`config.mk`:
```
export PLATFORM = sky130hd
export DESIGN_NAME = uart_rx_driver
export DESIGN_NICKNAME = d
export VERILOG_FILES = /design/src/rtl/uart_pkg.sv /design/src/rtl/uart_rx_sync.sv /design/src/rtl/uart_rx_driver.sv
export SDC_FILE = /design/constraint.sdc
export NUM_CORES = 1
export LEC_CHECK = 0
export CAP_MARGIN = 20
export CORE_MARGIN = 2
export CORE_UTILIZATION = 63
export CTS_CLUSTER_SIZE = 14
export DETAILED_ROUTE_END_ITERATION = 10
export HOLD_SLACK_MARGIN = 0.15
export PLACE_DENSITY = 0.84
export SLEW_MARGIN = 20
export SYNTH_ARGS = -nofsm -noshare
export SYNTH_HDL_FRONTEND = slang
export SYNTH_SLANG_ARGS = --single-unit
```
`constraint.sdc`:
```
create_clock -name clk -period 4.17 [get_ports clk]
set_clock_uncertainty 0.1 [all_clocks]
set_input_delay 0.834 -clock clk [delete_from_list [all_inputs] [get_ports clk]]
set_output_delay 0.834 -clock clk [all_outputs]
set_load 0.03 [all_outputs]
```
`src/rtl/uart_pkg.sv`:
```
// Shared UART definitions: baud divisors, bps_select encoding and receiver FSM states.
package uart_pkg;

    // Width of the bit-period counter; holds the slowest divisor (5000).
    localparam int unsigned CNT_W = 14;

    // clk cycles per bit on the 24 MHz system clock.
    localparam int unsigned BAUD_DIV_115200 = 208;
    localparam int unsigned BAUD_DIV_9600   = 2500;
    localparam int unsigned BAUD_DIV_4800   = 5000;

    // bps_select encoding; 2'd3 also selects 4800.
    localparam logic [1:0] BPS_115200 = 2'd0;
    localparam logic [1:0] BPS_9600   = 2'd1;
    localparam logic [1:0] BPS_4800   = 2'd2;

    typedef enum logic [1:0] {
        StIdle,
        StStart,
        StData,
        StStop
    } rx_state_e;

endpackage

```
`src/rtl/uart_rx_sync.sv`:
```
// Two-flop synchroniser for an asynchronous input plus a falling-edge detector.
// All stages reset high so an idle-high line produces no edge out of reset.
module uart_rx_sync (
    input  logic clk,
    input  logic rst_n,
    input  logic din,
    output logic line,
    output logic fall
);

    logic s1_q, s1_d;
    logic s2_q, s2_d;
    logic s3_q, s3_d;

    // Next-state of the shift chain.
    always_comb begin
        s1_d = din;
        s2_d = s1_q;
        s3_d = s2_q;
    end

    // Synchroniser chain registers.
    always_ff @(posedge clk or negedge rst_n) begin
        if (!rst_n) begin
            s1_q <= 1'b1;
            s2_q <= 1'b1;
            s3_q <= 1'b1;
        end else begin
            s1_q <= s1_d;
            s2_q <= s2_d;
            s3_q <= s3_d;
        end
    end

    assign line = s2_q;
    assign fall = s3_q & ~s2_q;

endmodule

```
`src/rtl/uart_rx_driver.sv`:
```
// 8N1 UART receiver: start-bit validation at half a bit, mid-bit data sampling LSB first,
// registered byte output with one-cycle valid / framing-error strobes.
module uart_rx_driver
    import uart_pkg::*;
#(
    parameter int unsigned DIV_115200 = BAUD_DIV_115200,
    parameter int unsigned DIV_9600   = BAUD_DIV_9600,
    parameter int unsigned DIV_4800   = BAUD_DIV_4800
) (
    input  logic       clk,
    input  logic       rst_n,
    input  logic       uart_rx,
    input  logic [1:0] bps_select,
    output logic [7:0] rx_data,
    output logic       rx_valid,
    output logic       rx_frame_err,
    output logic       rx_busy
);

    logic             line;
    logic             fall;

    rx_state_e        state_q, state_d;
    logic [CNT_W-1:0] cnt_q, cnt_d;
    logic [CNT_W-1:0] div_q, div_d;
    logic [2:0]       bit_idx_q, bit_idx_d;
    logic [7:0]       shift_q, shift_d;
    logic [7:0]       rx_data_q, rx_data_d;
    logic             rx_valid_q, rx_valid_d;
    logic             rx_frame_err_q, rx_frame_err_d;
    logic             rx_busy_q, rx_busy_d;

    logic [CNT_W-1:0] div_sel;
    logic [CNT_W-1:0] div_m1;
    logic [CNT_W-1:0] half_m1;

    uart_rx_sync u_sync (
        .clk   (clk),
        .rst_n (rst_n),
        .din   (uart_rx),
        .line  (line),
        .fall  (fall)
    );

    // Decode the requested bit period; only latched when a frame starts.
    always_comb begin
        case (bps_select)
            BPS_115200: div_sel = CNT_W'(DIV_115200);
            BPS_9600:   div_sel = CNT_W'(DIV_9600);
            default:    div_sel = CNT_W'(DIV_4800);
        endcase
    end

    assign div_m1  = div_q - CNT_W'(1);
    assign half_m1 = (div_q >> 1) - CNT_W'(1);

    // Receiver FSM: next state, bit timing, shifting and output strobes.
    always_comb begin
        state_d        = state_q;
        cnt_d          = cnt_q;
        div_d          = div_q;
        bit_idx_d      = bit_idx_q;
        shift_d        = shift_q;
        rx_data_d      = rx_data_q;
        rx_valid_d     = 1'b0;
        rx_frame_err_d = 1'b0;

        unique case (state_q)
            StIdle: begin
                // Edge-triggered so a held-low (break) line never retriggers.
                if (fall) begin
                    cnt_d   = '0;
                    div_d   = div_sel;
                    state_d = StStart;
                end
            end
            StStart: begin
                if (cnt_q == half_m1) begin
                    if (!line) begin
                        cnt_d     = '0;
                        bit_idx_d = 3'd0;
                        state_d   = StData;
                    end else begin
                        state_d = StIdle;
                    end
                end else begin
                    cnt_d = cnt_q + CNT_W'(1);
                end
            end
            StData: begin
                if (cnt_q == div_m1) begin
                    shift_d   = {line, shift_q[7:1]};
                    cnt_d     = '0;
                    bit_idx_d = bit_idx_q + 3'd1;
                    if (bit_idx_q == 3'd7) begin
                        state_d = StStop;
                    end
                end else begin
                    cnt_d = cnt_q + CNT_W'(1);
                end
            end
            StStop: begin
                if (cnt_q == div_m1) begin
                    if (line) begin
                        rx_data_d  = shift_q;
                        rx_valid_d = 1'b1;
                    end else begin
                        rx_frame_err_d = 1'b1;
                    end
                    state_d = StIdle;
                end else begin
                    cnt_d = cnt_q + CNT_W'(1);
                end
            end
            default: state_d = StIdle;
        endcase

        rx_busy_d = (state_d != StIdle);
    end

    // State and output registers.
    always_ff @(posedge clk or negedge rst_n) begin
        if (!rst_n) begin
            state_q        <= StIdle;
            cnt_q          <= '0;
            div_q          <= CNT_W'(DIV_115200);
            bit_idx_q      <= 3'd0;
            shift_q        <= 8'h00;
            rx_data_q      <= 8'h00;
            rx_valid_q     <= 1'b0;
            rx_frame_err_q <= 1'b0;
            rx_busy_q      <= 1'b0;
        end else begin
            state_q        <= state_d;
            cnt_q          <= cnt_d;
            div_q          <= div_d;
            bit_idx_q      <= bit_idx_d;
            shift_q        <= shift_d;
            rx_data_q      <= rx_data_d;
            rx_valid_q     <= rx_valid_d;
            rx_frame_err_q <= rx_frame_err_d;
            rx_busy_q      <= rx_busy_d;
        end
    end

    assign rx_data      = rx_data_q;
    assign rx_valid     = rx_valid_q;
    assign rx_frame_err = rx_frame_err_q;
    assign rx_busy      = rx_busy_q;

endmodule

```
[After elaboration in Yosys (flattened, before gate mapping)]
Cells that the tools add are included.
Widths: inputs -> output; s select.
Storage, ports and cells
  register bits after elaboration: 55
  bits in latches: 0
  RAM bits: 0
  memory bits (read-only): 0
  input port bits: 5
  output and inout bits: 11
  memories kept: 0
Cells by class
  add/sub/neg operators: 4
  multipliers: 0
  divide/modulo/power cells: 0
  magnitude comparators: 0
  equal/unequal tests: 13
  shift operators: 0
  multiplexer cells: 24
  bitwise gates (word level): 2
  reduce and logical (&&, ||, !) cells: 9
Operators by type and width (number)
  $mux 14: 5
  $pmux 14 s4: 1
  $eq 14x14->1: 2
  $pmux 13 s2: 1
  $add 14x1->14 const B: 1
  $sub 13x1->14 const B: 1
  $sub 14x1->14 const B: 1
  $mux 2: 6
  $ne 2x2->1 const B: 5
  $mux 3: 3
  $pmux 2 s4: 1
  $mux 1: 6
  $pmux 3 s2: 1
  $reduce_and 3->1: 2
  $eq 2x1->1 const B: 2
  $eq 2x2->1 const B: 2
  $logic_not 2->1: 2
  $reduce_and 2->1: 2
  $reduce_and 4->1: 1
  $reduce_bool 2->1: 2
  $add 3x1->3 const B: 1
  $eq 3x3->1 const B: 1
  $ne 3x3->1 const B: 1
  $and 1x1->1: 1
  $not 1->1: 1

[Logic depth before layout (Yosys ltp)]
Gate-level depths: netlist of the first run.
  depth in word-level cells: 5
  gate-level depth with buffers: 12

[Cells and area by module]
Synthesis of the first run repeated with hierarchy kept, for this count alone.
Unflattened totals
  cells, all modules: 216
  area, all modules: 2502.4 sq um
Modules (own cells, without submodules)
  uart_rx_driver: instances 1, cells each 212, area an instance 2409.8 sq um, sequential area each 1078.5 sq um
  uart_rx_sync: instances 1, cells each 4, area an instance 92.6 sq um, sequential area each 78.8 sq um

[Worst setup path before layout of the first run]
Ideal clock, no wire load.
  kind: register to register
  from: register div_q[9]
  to: register cnt_q[5]
  library setup time: 0.121 ns
  data arrival time: 2.608 ns
  data required time: 3.949 ns
  setup slack: 1.341 ns
  cell stages (with the launch flop): 13
  clock period less this slack: 2.829 ns
  cell sequence: dfrtp_1 > buf_4 > inv_1 > ha_1 > ha_1 > xnor2_1 > nor3_1 > nand4_1 > or3_1 > o22a_2 > or2_1 > buf_4 > a22o_1
On the way
  word-level cells in the longest chain between the ends: 4
RTL lines
  from (decl): RTL line uart_rx_driver.sv:25  | logic [CNT_W-1:0] div_q, div_d;
  from (signal assigned): RTL line uart_rx_driver.sv:126  | div_q <= CNT_W'(DIV_115200);
  from (signal assigned): RTL line uart_rx_driver.sv:136  | div_q <= div_d;
  $sub 14x1->14 / $sub 13x1->14 (equally long branches): RTL line uart_rx_driver.sv:54, uart_rx_driver.sv:55
  $eq 14x14->1, on equally long branches: RTL line uart_rx_driver.sv:91, uart_rx_driver.sv:103, uart_rx_driver.sv:78
  $mux 14, or another cell as far along: RTL line uart_rx_driver.sv:91  | if (cnt_q == div_m1) begin
  $pmux 14 s4 / $reduce_and 3->1 (equally long branches)
  to (signal assigned): RTL line uart_rx_driver.sv:135  | cnt_q <= cnt_d;
  to (decl): RTL line uart_rx_driver.sv:24  | logic [CNT_W-1:0] cnt_q, cnt_d;
Several ways; a longest one is shown, not always the timed one.
A chain may end at the register's enable or synchronous reset.

[Worst setup path in the final report of the first run]
  from: register div_q[9]
  to: register cnt_q[0]
The elaborated chain is that of the path after synthesis.

==> flow_summary.ini, run 1 <==
[floorplanning]
die_w_um = 66.0
dieArea_sq_um = 4350
start_util = 0.656
core_area_sq_um = 3690
rows = 22
pin_count = 16
die_h_um = 66.0

[power]
p_total_mw = 1.31
power-per-cell-area_nw_per_um2 = 498
p_leak_nw = 1.21
ir_drop_uv = 335

[logic_synthesis]
ys_ff_latch = 46
synth_warnings = 0
yosysTopAreaCellShare = 0.424
synth_edf_count = 0
synth.net_count = 232
synth.most_common_cell = dfrtp_1
synth_common_cells = dfrtp_1, mux2_2, nand2_1
synth_largest_area_cell = dfrtp_1
synthTopCellsByArea = dfrtp_1, mux2_2, dfstp_2
syn_area_sq_um = 2420
post_synth.cell_area_avg_sq_um = 10.9
yosys.cell_types.count = 51
netlist_instances = 222
synth_seq_area_share = 0.478
async_flop_share = 1.00
ys.flop_type = dfrtp_1

[sta]
hold_viol = 0
tightestPinTransition_ns = 0.558
slew_headroom = 0.628
fin_setup_tns_ns = 0
setup_viol = 0
maxSlewViolCount = 0
finalCritPeriodShare = 0.763
rsz0062_at_grt = false
min_period_ns = 3.18
max_freq_ghz = 0.314

[worst_setup_path]
worstRegToRegCells = 10
arrival_ns = 3.25
worst_r2r_endpoint = cnt_q[0]$_DFFE_PN0P_
reg2reg_from = div_q[9]$_DFFE_PN0P_
cp_top_family = simple AND/OR/NAND/NOR gates
path_depth = 10
r2r_setup_slack_ns = 0.99
start_kind = flip-flop
cpMostUsedCell = ha_1
path_cells = inv_1, ha_1, ha_1, xor2_1, nand4_1, or4_4, nor3b_2, o22a_2, or2_1, mux2i_1
setup.worst_path.end_class = flip-flop
cp-endpoint = cnt_q[0]$_DFFE_PN0P_
cp_num_buf_inv = 1
slowest_delay_ns = 0.58
cp.required_ns = 4.24
critPathLaunch = div_q[9]$_DFFE_PN0P_
critPathSlowestCell = or4_4
critPathKind = reg -> reg
crit_fanout = 16

[cells_and_area]
num_antenna_cells = 0
synthToLayoutAreaGrowth_pct = 8.99
drive_gt1_frac = 0.172
nets = 241

[grt]
first_global_vias = 1606
met2_usage = 0.356
gr-usage-met3 = 0.0460
grt_pass1_wl_um = 7540
antenna_found_initial = 0
grt_max_degree = 47
grt-busiest-layer = met2
globalRouteMet1Util = 0.324
grt_remaining_overflow = 0
grt.total_usage = 0.231

[clocking]
clk_path_buf_depth = 2
clk_pin_slew_worst_paths_ns = 0.08
clk_latency_ns = 0.30
postCtsSetupRepairBufs = 0
hold_buffers = 0
cts.sinks = 46
root_buffer = clkbuf_8
h-tree-depth = 2
cts_tree = built
cts_buffers = 5
cts_resized = 0

[outcome]
status = finished, final reports clean

[min_path]
worstHoldPathCells = 0
hold_path_class = reg -> reg

[drt]
remaining_drc_errors = 0
routedWlPerCell_um = 15.7
vias = 1705
wl_um = 4400
detail-route-antenna-nets = 0
drtIter0Drc = 129
viasPerCell = 6.09
drtPass1Iterations = 4

[place]
dp_hpwl_um = 3170
numPortBuffers = 15
routabilityCongestion = 0.878

[flow_run]
maxCapViolCount = 0
## area by class of cell
cell class,instances,area [sq um]
well taps,48,60.1
fillers,280,1050
multi-input cells,152,1140
inverters,11,41.3
flip-flops and latches,46,1160
repair buffers,15,148
clock inverters,2,12.5
clock buffers,6,82.6
## cells in the final DEF (no fill, tap or decap), types with 2 or more instances in the layout
cell type         n
o22ai_1           6
dfstp_2           5
and3_1            4
nor2_1            7
clkbuf_8          6
ha_1              5
o21ai_0           8
xnor2_1           6
a21o_1            5
nand2_1          13
nand3_2           2
dfrtp_1          41
inv_1            11
o211ai_1          4
nand4_1           3
xor2_1            5
nand3_1          10
clkdlybuf4s50_1  14
or3_1             3
mux2_2           17
a22o_1            4
nor3_1           12
or4_1             3
nand2b_1          4
o2bb2ai_1         8
## cell families (layout without fill, tap and decap cells)
logic type               after synthesis  count (layout)  synth area share
AND/OR/NAND/NOR                       73              73             0.180
XOR/XNOR                              12              12            0.0491
flip-flops                            46              46             0.478
adder cells (fa/ha/maj)                5               5            0.0258
buffers and inverters                 24              34            0.0522
AO/OA/AOI/OAI                         44              44             0.132
multiplexers                          18              18            0.0832
## report_power, final
part | internal, mW | leakage [nW] | switching, mW
combinational | 0.210 | 0.563 | 0.209
clock | 0.133 | 0.0472 | 0.149
sequential | 0.508 | 0.602 | 0.105
## metal layers
metal / vias up / share of wire
li1: 825 / -
met1: 827 / 0.48
met2: 43 / 0.46
met3: 10 / 0.034
met4: 0 / 0.022
met5: - / 0
## registers in the layout (all words and copies together), names as in the netlist
name / cells
state_q: 2
bit_idx_q: 3
u_sync.s3_q: 1
rx_frame_err: 1
shift_q: 8
div_q: 5
rx_valid: 1
u_sync.line: 1
rx_data: 8
rx_busy: 1
u_sync.s1_q: 1
cnt_q: 14
## how the worst min path moves through the flow
| stage | start | endpoint | slack [ns] |
|---|---|---|---|
| final | u_sync.s1_q$_DFF_PN1_ | u_sync.line$_DFF_PN1_ | 0.26 |
| after CTS | u_sync.s1_q$_DFF_PN1_ | u_sync.line$_DFF_PN1_ | 0.26 |
| after detailed placement | u_sync.s1_q$_DFF_PN1_ | u_sync.line$_DFF_PN1_ | 0.25 |
| after floorplan | u_sync.s1_q$_DFF_PN1_ | u_sync.line$_DFF_PN1_ | 0.25 |
| after global routing | u_sync.s1_q$_DFF_PN1_ | u_sync.line$_DFF_PN1_ | 0.26 |
| after global placement | u_sync.s1_q$_DFF_PN1_ | u_sync.line$_DFF_PN1_ | 0.25 |
## per-stage QoR
stage	hold slack (ns)	setup WS (ns)	instance area (sq um)	utilization	std cells
2_1_floorplan	0.245	1.34	2420	-	222
3_3_place_gp	0.247	1.08	2540	0.689	272
3_5_place_dp	0.250	0.997	2540	0.689	272
4_1_cts	0.262	0.986	2640	0.715	280
5_1_grt	0.263	0.763	2640	0.715	280
6_report	0.260	0.988	2640	0.715	280
No activity file was read; power rests on OpenSTA's default activity.
==> inputs of run 2 (changes only) <==
- CORE_UTILIZATION: 63 -> 58
- PLACE_DENSITY: 0.84 -> 0.78
- clock period: 4.17 -> 3.33 ns (I/O delays scaled with it)
==> run 2 against run 1 <==
Setup slack worse by 0.72 ns. Count of clock-buffer cells in the layout unchanged. Sequential power up 20%. Global-route usage down 0.62 points. Highest routed layer unchanged. Critical path type unchanged. First-iteration DRC count down 22%.
==> flow_summary.ini, run 2 (same netlist as run 1, synthesis figures left out) <==
[place]
dp_hpwl_um = 3350
dp_cells = 277
routabilityCongestion = 0.817
numPortBuffers = 15
placement.cell_area_sq_um = 2570

[clocking]
clk_path_buf_depth = 2
cts_tree = built
hold_buffers = 0
cts_buffers = 5
postCtsSetupRepairBufs = 0
root_buffer = clkbuf_8
clk_pin_slew_worst_paths_ns = 0.08
cts.sinks = 46
clk_latency_ns = 0.30
cts_resized = 0
h-tree-depth = 2

[cells_and_area]
final_common_cell = dfrtp_1
drive_gt1_frac = 0.179
synthToLayoutAreaGrowth_pct = 10.6
postLayoutCoreUtil = 0.670
top_register = cnt_q
layout_common_cells = dfrtp_1, mux2_2, clkdlybuf4s50_1, nand2_1, nor3_1
final_cells = 285
multi_input_area_sq_um = 1140
nets = 244
register_area_sq_um = 1160
largest_reg_flops = 14
fillers = 318
finish.instance_area_sq_um = 2680
num_antenna_cells = 0

[power]
ir_drop_uv = 503
power-per-cell-area_nw_per_um2 = 645
p_leak_nw = 1.23

[worst_setup_path]
path_cells = inv_1, ha_1, xnor2_1, nor3_1, nand4_1, or3_1, o22a_2, or2_1, a22o_1
cp.required_ns = 3.42
arrival_ns = 3.15
cp_top_family = simple AND/OR/NAND/NOR gates
reg2reg_from = div_q[4]$_DFFE_PN1P_
crit_fanout = 16
critPathKind = reg -> reg
start_kind = flip-flop
worst_r2r_endpoint = cnt_q[6]$_DFFE_PN0P_
r2r_setup_slack_ns = 0.27
setup.worst_path.end_class = flip-flop
critPathSlowestCell = dfstp_2
slowest_delay_ns = 0.61
cp_num_buf_inv = 1
worstRegToRegCells = 9

[floorplanning]
die_h_um = 68.6
die_w_um = 68.6
dieArea_sq_um = 4710
start_util = 0.605
core_area_sq_um = 4000
pin_count = 16
rows = 23

[grt]
grt_remaining_overflow = 0
first_global_vias = 1587
grt_max_degree = 47
antenna_found_initial = 0
grt.total_usage = 0.225
grt_pass1_wl_um = 7670

[drt]
remaining_drc_errors = 0
vias = 1669
wl_um = 4590
drtIter0Drc = 100
routedWlPerCell_um = 16.1
drtPass1Iterations = 4
detail-route-antenna-nets = 0
viasPerCell = 5.86

[sta]
max_freq_ghz = 0.327
hold_viol = 0
fin_setup_tns_ns = 0
tightestPinTransition_ns = 0.557
maxSlewViolCount = 0
setup_viol = 0
rsz0062_at_grt = false
hold-worst-slack_ns = 0.252
slew_headroom = 0.629
min_period_ns = 3.06
finalCritPeriodShare = 0.918

[min_path]
hold_path_class = in -> async

[flow_run]
maxCapViolCount = 0

[outcome]
status = finished, final reports clean
-- run 2: changes by cell type in the layout (fill, tap and decap cells not counted), sizes merged --
cell / before / now
buf: 1 / 4
bufinv: 0 / 1
clkinv: 1 / 0
-- run 2: cell type report --
type                            instances  area share
Tap cell                               50      0.0234
Multi-Input combinational cell        152       0.425
Sequential cell                        46       0.432
Clock inverter                          2      0.0140
Timing Repair Buffer                   18      0.0635
Clock buffer                            6      0.0271
Inverter                               11      0.0154
-- run 2: routing by layer --
| layer | routed length [um] | GRT usage | vias up |
|---|---|---|---|
| met5 | 0 | 0 | - |
| met4 | 63 | 0.0750 | 0 |
| met3 | 197 | 0.0487 | 8 |
| met2 | 2240 | 0.368 | 41 |
| met1 | 2080 | 0.298 | 788 |
| li1 | - | - | 832 |
-- run 2: through the flow --
stage,setup slack [ns],power [mW]
after global placement,0.346,1.31
after detailed placement,0.301,1.33
after global routing,0.0561,1.84
after floorplan,0.501,1.21
after CTS,0.310,1.74
final,0.273,1.73
-- run 2: report_power, final --
part | internal (mW) | switching [mW] | total [mW] | leakage, nW
sequential | 0.637 | 0.101 | 0.738 | 0.602
combinational | 0.282 | 0.304 | 0.586 | 0.577
clock | 0.224 | 0.180 | 0.404 | 0.0514
total | 1.14 | 0.585 | 1.73 | 1.23
-- run 2: worst max-delay path by stage --
stage | from | to | slack [ns] | cells past startpoint
floorplan | div_q[9]$_DFFE_PN0P_ | cnt_q[5]$_DFFE_PN0P_ | 0.50 | 12
global placement | div_q[4]$_DFFE_PN1P_ | cnt_q[6]$_DFFE_PN0P_ | 0.35 | 9
detailed placement | div_q[4]$_DFFE_PN1P_ | cnt_q[5]$_DFFE_PN0P_ | 0.30 | 9
CTS | div_q[4]$_DFFE_PN1P_ | cnt_q[6]$_DFFE_PN0P_ | 0.31 | 9
global route | div_q[4]$_DFFE_PN1P_ | cnt_q[1]$_DFFE_PN0P_ | 0.06 | 9
finish | div_q[4]$_DFFE_PN1P_ | cnt_q[6]$_DFFE_PN0P_ | 0.27 | 9
-- run 2: worst reg2reg max path: cells and delay by family (launching register included) --
family,cells,cell delay (ns)
AO/OA/AOI/OAI,2,0.59
XOR/XNOR,1,0.13
adder cells (fa/ha/maj),1,0.33
buffers and inverters,1,0.06
flip-flops,1,0.61
AND/OR/NAND/NOR,4,1.14
